[src/rtl/audio_fifo_1024x9_ctrl_pkg.sv]
// Shared sizing for the audio FIFO controller: defaults, depth and level-width derivation.
package audio_fifo_1024x9_ctrl_pkg;

  localparam int unsigned DEF_ADDR_WIDTH    = 10;
  localparam int unsigned DEF_DATA_WIDTH    = 9;
  localparam int unsigned DEF_AFULL_THRESH  = 960;
  localparam int unsigned DEF_AEMPTY_THRESH = 64;

  function automatic int unsigned fifo_depth(input int unsigned aw);
    return 32'd1 << aw;
  endfunction

  // RAM words plus one in-flight read plus the 2-entry output buffer.
  function automatic int unsigned level_width(input int unsigned aw);
    return aw + 2;
  endfunction

endpackage

[src/rtl/audio_fifo_1024x9_ctrl_out_buf.sv]
// 2-entry first-word-fall-through buffer fed by RAM read returns.
module audio_fifo_1024x9_ctrl_out_buf
  import audio_fifo_1024x9_ctrl_pkg::*;
#(
  parameter int unsigned DATA_WIDTH = DEF_DATA_WIDTH
) (
  input  logic                  clk,
  input  logic                  rst,
  input  logic                  i_flush,
  input  logic                  i_load,
  input  logic [DATA_WIDTH-1:0] i_load_data,
  input  logic                  i_pop,
  output logic [DATA_WIDTH-1:0] o_data,
  output logic                  o_valid,
  output logic [1:0]            o_cnt
);

  logic [DATA_WIDTH-1:0] r_buf0;
  logic [DATA_WIDTH-1:0] r_buf1;
  logic [1:0]            r_cnt;

  // Loads only arrive when there is room and pops only when valid, so
  // occupancy never leaves 0..2.
  always_ff @(posedge clk or posedge rst) begin
    if (rst) begin
      r_buf0 <= '0;
      r_buf1 <= '0;
      r_cnt  <= '0;
    end else if (i_flush) begin
      r_buf0 <= '0;
      r_buf1 <= '0;
      r_cnt  <= '0;
    end else begin
      unique case ({i_load, i_pop})
        2'b10: begin
          if (r_cnt == 2'd0) r_buf0 <= i_load_data;
          else               r_buf1 <= i_load_data;
          r_cnt <= r_cnt + 2'd1;
        end
        2'b01: begin
          r_buf0 <= r_buf1;
          r_cnt  <= r_cnt - 2'd1;
        end
        2'b11: begin
          if (r_cnt == 2'd2) begin
            r_buf0 <= r_buf1;
            r_buf1 <= i_load_data;
          end else begin
            r_buf0 <= i_load_data;
          end
        end
        default: ;
      endcase
    end
  end

  assign o_data  = r_buf0;
  assign o_valid = (r_cnt != 2'd0);
  assign o_cnt   = r_cnt;

endmodule

[src/rtl/audio_fifo_1024x9_ctrl.sv]
// FIFO controller for an external 1-cycle-latency simple-dual-port RAM with
// valid/ready input, FWFT output, fill level and almost flags.
module audio_fifo_1024x9_ctrl
  import audio_fifo_1024x9_ctrl_pkg::*;
#(
  parameter int unsigned ADDR_WIDTH    = DEF_ADDR_WIDTH,
  parameter int unsigned DATA_WIDTH    = DEF_DATA_WIDTH,
  parameter int unsigned AFULL_THRESH  = DEF_AFULL_THRESH,
  parameter int unsigned AEMPTY_THRESH = DEF_AEMPTY_THRESH
) (
  input  logic                  clk,
  input  logic                  rst,
  input  logic                  flush,
  input  logic [DATA_WIDTH-1:0] s_data,
  input  logic                  s_valid,
  output logic                  s_ready,
  output logic [DATA_WIDTH-1:0] m_data,
  output logic                  m_valid,
  input  logic                  m_ready,
  output logic [ADDR_WIDTH+1:0] level,
  output logic                  almost_full,
  output logic                  almost_empty,
  output logic                  ram_wr_en,
  output logic [ADDR_WIDTH-1:0] ram_wr_addr,
  output logic [DATA_WIDTH-1:0] ram_wr_data,
  output logic [ADDR_WIDTH-1:0] ram_rd_addr,
  input  logic [DATA_WIDTH-1:0] ram_rd_data
);

  localparam int unsigned         DEPTH    = fifo_depth(ADDR_WIDTH);
  localparam int unsigned         LVL_W    = level_width(ADDR_WIDTH);
  localparam logic [ADDR_WIDTH:0] DEPTH_C  = (ADDR_WIDTH+1)'(DEPTH);
  localparam logic [ADDR_WIDTH:0] CNT_ONE  = (ADDR_WIDTH+1)'(1);
  localparam logic [ADDR_WIDTH-1:0] PTR_ONE = ADDR_WIDTH'(1);
  localparam logic [LVL_W-1:0]    AFULL_C  = LVL_W'(AFULL_THRESH);
  localparam logic [LVL_W-1:0]    AEMPTY_C = LVL_W'(AEMPTY_THRESH);

  logic [ADDR_WIDTH-1:0] r_wr_ptr;
  logic [ADDR_WIDTH-1:0] r_rd_ptr;
  logic [ADDR_WIDTH:0]   r_ram_cnt;
  logic                  r_inflight;
  logic                  r_s_ready;
  logic [LVL_W-1:0]      r_level;
  logic                  r_afull;
  logic                  r_aempty;

  logic                  w_push;
  logic                  w_pop;
  logic                  w_issue;
  logic                  w_m_valid;
  logic [1:0]            w_out_cnt;
  logic [1:0]            w_out_cnt_next;
  logic [2:0]            w_occ;
  logic [ADDR_WIDTH:0]   w_ram_cnt_next;
  logic [LVL_W-1:0]      w_level_next;

  // A read may be issued into a full buffer only when the head leaves this cycle,
  // so buffer occupancy plus the in-flight word never exceeds 2.
  always_comb begin
    w_push = s_valid && r_s_ready && !flush;
    w_pop  = w_m_valid && m_ready && !flush;
    w_occ  = {1'b0, w_out_cnt} + {2'b00, r_inflight};
    w_issue = !flush && (r_ram_cnt != '0) &&
              ((w_occ < 3'd2) || ((w_occ == 3'd2) && w_pop));

    w_ram_cnt_next = r_ram_cnt;
    if (flush)                 w_ram_cnt_next = '0;
    else if (w_push && !w_issue) w_ram_cnt_next = r_ram_cnt + CNT_ONE;
    else if (!w_push && w_issue) w_ram_cnt_next = r_ram_cnt - CNT_ONE;

    w_out_cnt_next = w_out_cnt;
    if (flush)                   w_out_cnt_next = '0;
    else if (r_inflight && !w_pop) w_out_cnt_next = w_out_cnt + 2'd1;
    else if (!r_inflight && w_pop) w_out_cnt_next = w_out_cnt - 2'd1;

    w_level_next = LVL_W'(w_ram_cnt_next) + LVL_W'(w_issue) + LVL_W'(w_out_cnt_next);
  end

  always_ff @(posedge clk or posedge rst) begin
    if (rst) begin
      r_wr_ptr   <= '0;
      r_rd_ptr   <= '0;
      r_ram_cnt  <= '0;
      r_inflight <= 1'b0;
      r_s_ready  <= 1'b0;
      r_level    <= '0;
      r_afull    <= 1'b0;
      r_aempty   <= 1'b1;
    end else begin
      if (flush) begin
        r_wr_ptr <= '0;
        r_rd_ptr <= '0;
      end else begin
        if (w_push)  r_wr_ptr <= r_wr_ptr + PTR_ONE;
        if (w_issue) r_rd_ptr <= r_rd_ptr + PTR_ONE;
      end
      r_ram_cnt  <= w_ram_cnt_next;
      r_inflight <= w_issue;
      r_s_ready  <= (w_ram_cnt_next < DEPTH_C) && !flush;
      r_level    <= w_level_next;
      r_afull    <= (w_level_next >= AFULL_C);
      r_aempty   <= (w_level_next <= AEMPTY_C);
    end
  end

  audio_fifo_1024x9_ctrl_out_buf #(
    .DATA_WIDTH (DATA_WIDTH)
  ) u_out_buf (
    .clk         (clk),
    .rst         (rst),
    .i_flush     (flush),
    .i_load      (r_inflight),
    .i_load_data (ram_rd_data),
    .i_pop       (w_pop),
    .o_data      (m_data),
    .o_valid     (w_m_valid),
    .o_cnt       (w_out_cnt)
  );

  assign s_ready      = r_s_ready;
  assign m_valid      = w_m_valid;
  assign level        = r_level;
  assign almost_full  = r_afull;
  assign almost_empty = r_aempty;
  assign ram_wr_en    = w_push;
  assign ram_wr_addr  = r_wr_ptr;
  assign ram_wr_data  = w_push ? s_data : '0;
  assign ram_rd_addr  = r_rd_ptr;

endmodule

[config.mk]
export PLATFORM = sky130hd
export DESIGN_NAME = audio_fifo_1024x9_ctrl
export DESIGN_NICKNAME = d
export VERILOG_FILES = /design/src/rtl/audio_fifo_1024x9_ctrl_pkg.sv /design/src/rtl/audio_fifo_1024x9_ctrl_out_buf.sv /design/src/rtl/audio_fifo_1024x9_ctrl.sv
export SDC_FILE = /design/constraint.sdc
export NUM_CORES = 1
export LEC_CHECK = 0
export BUFFER_PORTS_ARGS = -buffer_cell sky130_fd_sc_hd__buf_2
export CAP_MARGIN = 10
export CORE_ASPECT_RATIO = 0.75
export CORE_MARGIN = 2
export CORE_UTILIZATION = 55
export DETAILED_ROUTE_END_ITERATION = 8
export GPL_TIMING_DRIVEN = 0
export PLACE_DENSITY = 0.81
export SLEW_MARGIN = 10
export SYNTH_ARGS = -nofsm -noshare
export SYNTH_HDL_FRONTEND = slang
export SYNTH_SLANG_ARGS = --single-unit
[constraint.sdc]
create_clock -name clk -period 4.5 [get_ports clk]
set_input_delay 0.225 -clock clk [delete_from_list [all_inputs] [get_ports clk]]
set_output_delay 0.225 -clock clk [all_outputs]
set_load 0.02 [all_outputs]
==> out/metrics.cfg, run 1 <==
[outcome]
status=finished, final reports clean

[die]
core_area_mm2=0.00677
io_pins=78
dieArea_mm2=0.00760
fp.dieW_um=100
start_util=0.562
core.rowCount=26
die_y_um=76.0

[timing]
timing.final.crit_share=0.913
grt_setup_unrepaired=no
period_needed_ns=4.11
max_freq_ghz=0.243
tightest_slew_ns=0.804
slew_viol_final=0
slew_headroom=0.461
holdWs_ns=0.129
finalHoldViolCount=0
finClkSkew_ns=0.0102
fin_tns_setup_ns=0
finalSetupViolations=0

[clock_tree]
clock_latency_ns=0.35
tritoncts=built
htreeDepth=3
clk_pin_slew_ns=0.08
cts.sinks=67
clock-root-buffer=clkbuf_8
cts_max_path_buffers=2
numCtsBuffers=9

[place]
gp_congestion=0.943
post_dp_cell_area_mm2=0.00431
io_buffers=76
hpwl_um=6410

[pwr]
p_leak_nw=2.27
finalPower_mw=2.78
p_per_area_mw_per_mm2=611
peakVddDrop_uv=281

[global_routing]
grt_overflow=0
antenna_found_initial=0
grt_usage=0.252
grt_start_max_net_pins=42
grt_pass1_vias=3190
grt_pass1_wl_um=15200

[setup_path]
critPathLaunchType=flop
critical_path.max_fanout=13
r2r_cells=20
critPathArrivalTime_ns=4.40
critPathRequiredTime_ns=4.79
worst_setup_path_end_kind=flop
critPathKind=flop to flop

[worst_hold_path]
hp-class=primary input to flop
whs_path_depth=3

[synthesis]
async_reset_ff_frac=1.00
ys_seq_area_frac=0.442
syn_avg_cell_area_um2=9.67
ys.flop_type=dfrtp_1
synth_edf_count=0
yosysWarnings=0
synth.distinct_cells=64
synth_seq_cells=67
syn_area_mm2=0.00380
synth.net_count=429
synth_cells=393

[routing]
dr.pass1.iters=5
wl_per_cell_um=15.7
drt.antenna.violating_nets=0
routed_wl_um=8990
vias_per_cell=5.77
via_count=3308
drc=0
drt_iter0_markers=227

[layout]
design_area_mm2=0.00455
nNetsFinal=520
synthToLayoutAreaGrowth_pct=19.7
fin_util=0.672
antennaDiodeCount=0
layout_common_cells=buf_2, dfrtp_1, nand2_1, nor2_1, o21ai_0
layout_commonest_cell=buf_2
drive_above_1_share=0.258

[flow_run]
max-cap-violations=0

[path summary, 6_finish.rpt]
check	start	end	slack [ns]
worst min register to register	u_out_buf.o_data[4]$_DFFE_PP0P_	u_out_buf.o_data[4]$_DFFE_PP0P_	0.48
min in group asynchronous	rst	ram_rd_addr[0]$_DFFE_PP0P_	0.39
worst max register to register	u_out_buf.o_cnt[0]$_DFFE_PP0P_	almost_empty$_DFF_PP1_	0.39
worst min-delay path	ram_rd_data[3]	u_out_buf.r_buf1[3]$_DFFE_PP0P_	0.13
max in group asynchronous	rst	almost_empty$_DFF_PP1_	3.51
worst max-delay path	u_out_buf.o_cnt[0]$_DFFE_PP0P_	almost_empty$_DFF_PP1_	0.39
[routing by layer]
| metal | vias to the layer above | GRT usage | part of all wire |
|---|---|---|---|
| met5 | - | 0 | 0 |
| met1 | 1596 | 0.341 | 0.43 |
| met4 | 0 | 0.0808 | 0.013 |
| met2 | 138 | 0.402 | 0.49 |
| met3 | 16 | 0.0615 | 0.069 |
| li1 | 1558 | - | - |
[sequential cells by signal (all words and copies together), names as in the netlist]
signal	cells
almost_empty	1
r_ram_cnt	11
r_inflight	1
almost_full	1
level	12
ram_wr_addr	10
u_out_buf.r_buf1	9
ram_rd_addr	10
u_out_buf.o_data	9
u_out_buf.o_cnt	2
s_ready	1
[cell type report]
type	count	area, um2
sequential	67	1680
buffer	19	98.8
tap	84	105
multi-input combinational	283	1950
clock inverter	7	73.8
inverter	23	91.3
clock buffer	9	124
fill	556	2220
timing repair buffer	81	430
[metrics by stage]
| step | cells | worst slack [ns] |
|---|---|---|
| finish | 573 | 0.393 |
| global route | 573 | 0.0832 |
| CTS | 572 | 0.00323 |
| detailed placement | 554 | -0.0328 |
| global placement | 553 | 0.122 |
| floorplan | 393 | 0.644 |
[cells in the mapped netlist (all sizes together), types with 3 or more instances]
master,n,share of area
dfrtp,66,0.43
nand2,49,0.049
nor2,30,0.030
o21ai,27,0.037
inv,23,0.023
xor2,18,0.041
nand3,16,0.026
and2,15,0.025
clkbuf,13,0.013
nand4,13,0.023
xnor2,13,0.030
ha,11,0.036
a211oi,9,0.019
mux2i,9,0.024
buf,7,0.014
a21oi,6,0.0079
and3,6,0.0099
nor3,6,0.0079
nor2b,4,0.0066
nor4,4,0.014
nand4b,3,0.0069
o211ai,3,0.0059
o22ai,3,0.0049
o311ai,3,0.015
or3,3,0.0049
[kinds of logic (layout without fill, tap and decap cells)]
family                   Yosys count  after routing  synth area share
AND/OR/NAND/NOR                  159            159             0.227
AO/OA/AOI/OAI                     70             70             0.136
flip-flops                        67             67             0.442
buffers and inverters             43            139            0.0497
XOR/XNOR                          31             31            0.0715
adder cells (fa/ha/maj)           13             13            0.0468
multiplexers                      10             10            0.0277
[power breakdown]
group	internal, mW	leakage [nW]	switching, mW	total, mW
clock network	0.258	0.100	0.252	0.511
registers	0.753	0.896	0.111	0.864
logic	0.509	1.27	0.893	1.40
total	1.52	2.27	1.26	2.78
[timing repair]
item / 4_1_cts / 5_1_grt
buffers inserted: 1 / 1
endpoints found under the setup margin: 1 / 3
hold buffers: 1 / 0
pin swaps: 1 / 1
endpoints found under the hold margin: 26 / 0
resized for setup: 0 / 5
[worst max-delay path, stage by stage (launching register included)]
cell	delay, ns
dfrtp_1	0.42
ha_1	0.19
inv_1	0.05
ha_1	0.29
a32o_2	0.25
buf_6	0.14
nand2_2	0.10
inv_4	0.10
o21ai_0	0.17
o21ai_0	0.14
o211ai_1	0.24
inv_1	0.10
ha_1	0.32
a21oi_2	0.19
nor2b_1	0.07
and3_1	0.19
nor2_1	0.15
nor2_1	0.09
xor2_1	0.16
o41ai_1	0.42
and4bb_1	0.25
Note: power is estimated with default switching activity, not from simulation.
==> run 2, diff against run 1 <==
Settings changed: CORE_UTILIZATION 55 to 59, PLACE_DENSITY 0.81 to 0.86.
Clock period 4.5 ns to 4.9 ns, I/O delays scaled along.
==> run 2 against run 1 <==
Effect of this change: global-route usage up 1.1 points; core utilization up 4.4 points; clock skew about the same; final area down 1.5%; register-to-register slack better by 0.08 ns; die area down 6.5%; wire length down 2.1%; clock-buffer cell count up 5; via count down 2.4%; setup slack better by 0.078 ns; critical path depth up 1; critical path type unchanged.
==> out/metrics.cfg, run 2 (synthesis results as in run 1) <==
[outcome]
status=finished, final reports clean

[routing]
drt_iter0_markers=225
drt.antenna.violating_nets=0
via_count=3229
wl_per_cell_um=15.5
dr.pass1.iters=5
drc=0
routed_wl_um=8810
vias_per_cell=5.68

[pwr]
p_leak_nw=2.24
peakVddDrop_uv=332
p_per_area_mw_per_mm2=555

[setup_path]
critPathArrivalTime_ns=4.71
critical_path.max_fanout=10
r2r_cells=21
cpMaxStageDelayCell=dfrtp_1
slowest_delay_ns=0.42
r2r_end=almost_empty$_DFF_PP1_
r2r_start=u_out_buf.o_cnt[1]$_DFFE_PP0P_
critPathLaunch=u_out_buf.o_cnt[1]$_DFFE_PP0P_
endpoint=almost_empty$_DFF_PP1_
critical_path_depth=21
critPathRequiredTime_ns=5.18
worst_setup_path_end_kind=flop
path_buf_inv=5
cp_cell_sequence=inv_1 -> ha_1 -> nor3b_4 -> a32o_2 -> buf_6 -> nand2_2 -> inv_2 -> clkbuf_1 -> o21ai_0 -> o21ai_0 -> o211ai_1 -> inv_1 -> ha_1 -> a21oi_1 -> nor2b_1 -> and3_1 -> nor2_1 -> nor2_1 -> xor2_1 -> o41ai_1 -> and4bb_1
regToRegSetupSlack_ns=0.47
critPathLaunchType=flop
critical-path-top-delay-family=compound AO/OA/AOI/OAI gates
critPathKind=flop to flop

[timing]
period_needed_ns=4.43
slew_headroom=0.412
slew_viol_final=0
grt_setup_unrepaired=no
finClkSkew_ns=0.0105
timing.final.crit_share=0.904
max_freq_ghz=0.226
fin_tns_setup_ns=0
finalHoldViolCount=0
finalSetupViolations=0
tightest_slew_ns=0.875

[clock_tree]
clock-root-buffer=clkbuf_8
clock_latency_ns=0.35
tritoncts=built
numCtsBuffers=9
clk_pin_slew_ns=0.08
cts.sinks=67
htreeDepth=3
cts_max_path_buffers=2
hold_buffers=0

[global_routing]
antenna_found_initial=0
grt_usage=0.262
grt_overflow=0
grt_pass1_wl_um=14900
grt_pass1_vias=3153
grt_start_max_net_pins=68

[layout]
layout_commonest_cell=buf_2
antennaDiodeCount=0
nNetsFinal=518
fin_util=0.716
drive_above_1_share=0.244
synthToLayoutAreaGrowth_pct=17.9
nFillCells=482
largest_reg_flops=12
layout_common_cells=buf_2, dfrtp_1, nand2_1, nor2_1, o21ai_0

[place]
gp_congestion=0.863
io_buffers=76
hpwl_um=6340

[die]
core.rowCount=25
die_y_um=73.5
io_pins=78
fp.dieW_um=96.7
core_area_mm2=0.00626
start_util=0.607
dieArea_mm2=0.00710

[flow_run]
max-cap-violations=0

[worst_hold_path]
hp-class=primary input to async pin

[run 2: how the worst min path moves through the flow]
stage	cells after the start	to	startpoint
floorplan	2	u_out_buf.r_buf1[0]$_DFFE_PP0P_	ram_rd_data[0]
global placement	2	u_out_buf.o_data[4]$_DFFE_PP0P_	u_out_buf.o_data[4]$_DFFE_PP0P_
detailed placement	2	level[3]$_DFF_PP0_	rst
CTS	2	u_out_buf.o_data[8]$_DFFE_PP0P_	rst
global route	2	level[3]$_DFF_PP0_	rst
finish	2	u_out_buf.o_data[8]$_DFFE_PP0P_	rst
[run 2: per-layer routing]
layer / share of wire / global-route usage / vias to the layer above
li1: - / - / 1554
met1: 0.45 / 0.356 / 1561
met2: 0.49 / 0.422 / 102
met3: 0.056 / 0.0628 / 12
met4: 0.013 / 0.0892 / 0
met5: 0 / 0 / -
[run 2: power by group]
group / leakage, nW / switching (mW) / internal (mW)
clock: 0.0867 / 0.205 / 0.211
sequential: 0.896 / 0.0994 / 0.692
combinational: 1.26 / 0.815 / 0.463
[run 2: metrics by stage]
step                      hold WS (ns)  cells  area (um2)  power [mW]  worst slack, ns
after floorplan                  0.390    393        3800        1.70             1.04
after global placement           0.460    550        4280        1.98            0.503
after detailed placement         0.463    550        4280        2.03            0.448
after CTS                       0.0925    566        4460        2.45            0.412
after global routing             0.133    568        4480        2.67           0.0641
final                           0.0567    568        4480        2.49            0.471
[run 2: timing repair]
action                                  4_1_cts  5_1_grt
resized for setup                             0        0
endpoints found under the setup margin        0        2
setup buffers                                 0        2
[run 2: area by class of cell]
| class | instances | area [um2] | area share |
|---|---|---|---|
| multi-input combinational | 283 | 1940 | 0.433 |
| sequential | 67 | 1680 | 0.375 |
| timing repair buffer | 78 | 395 | 0.0883 |
| clock buffer | 14 | 163 | 0.0363 |
| buffer | 20 | 103 | 0.0229 |
| tap | 81 | 101 | 0.0226 |
| inverter | 23 | 88.8 | 0.0198 |
| clock inverter | 2 | 12.5 | 0.00279 |
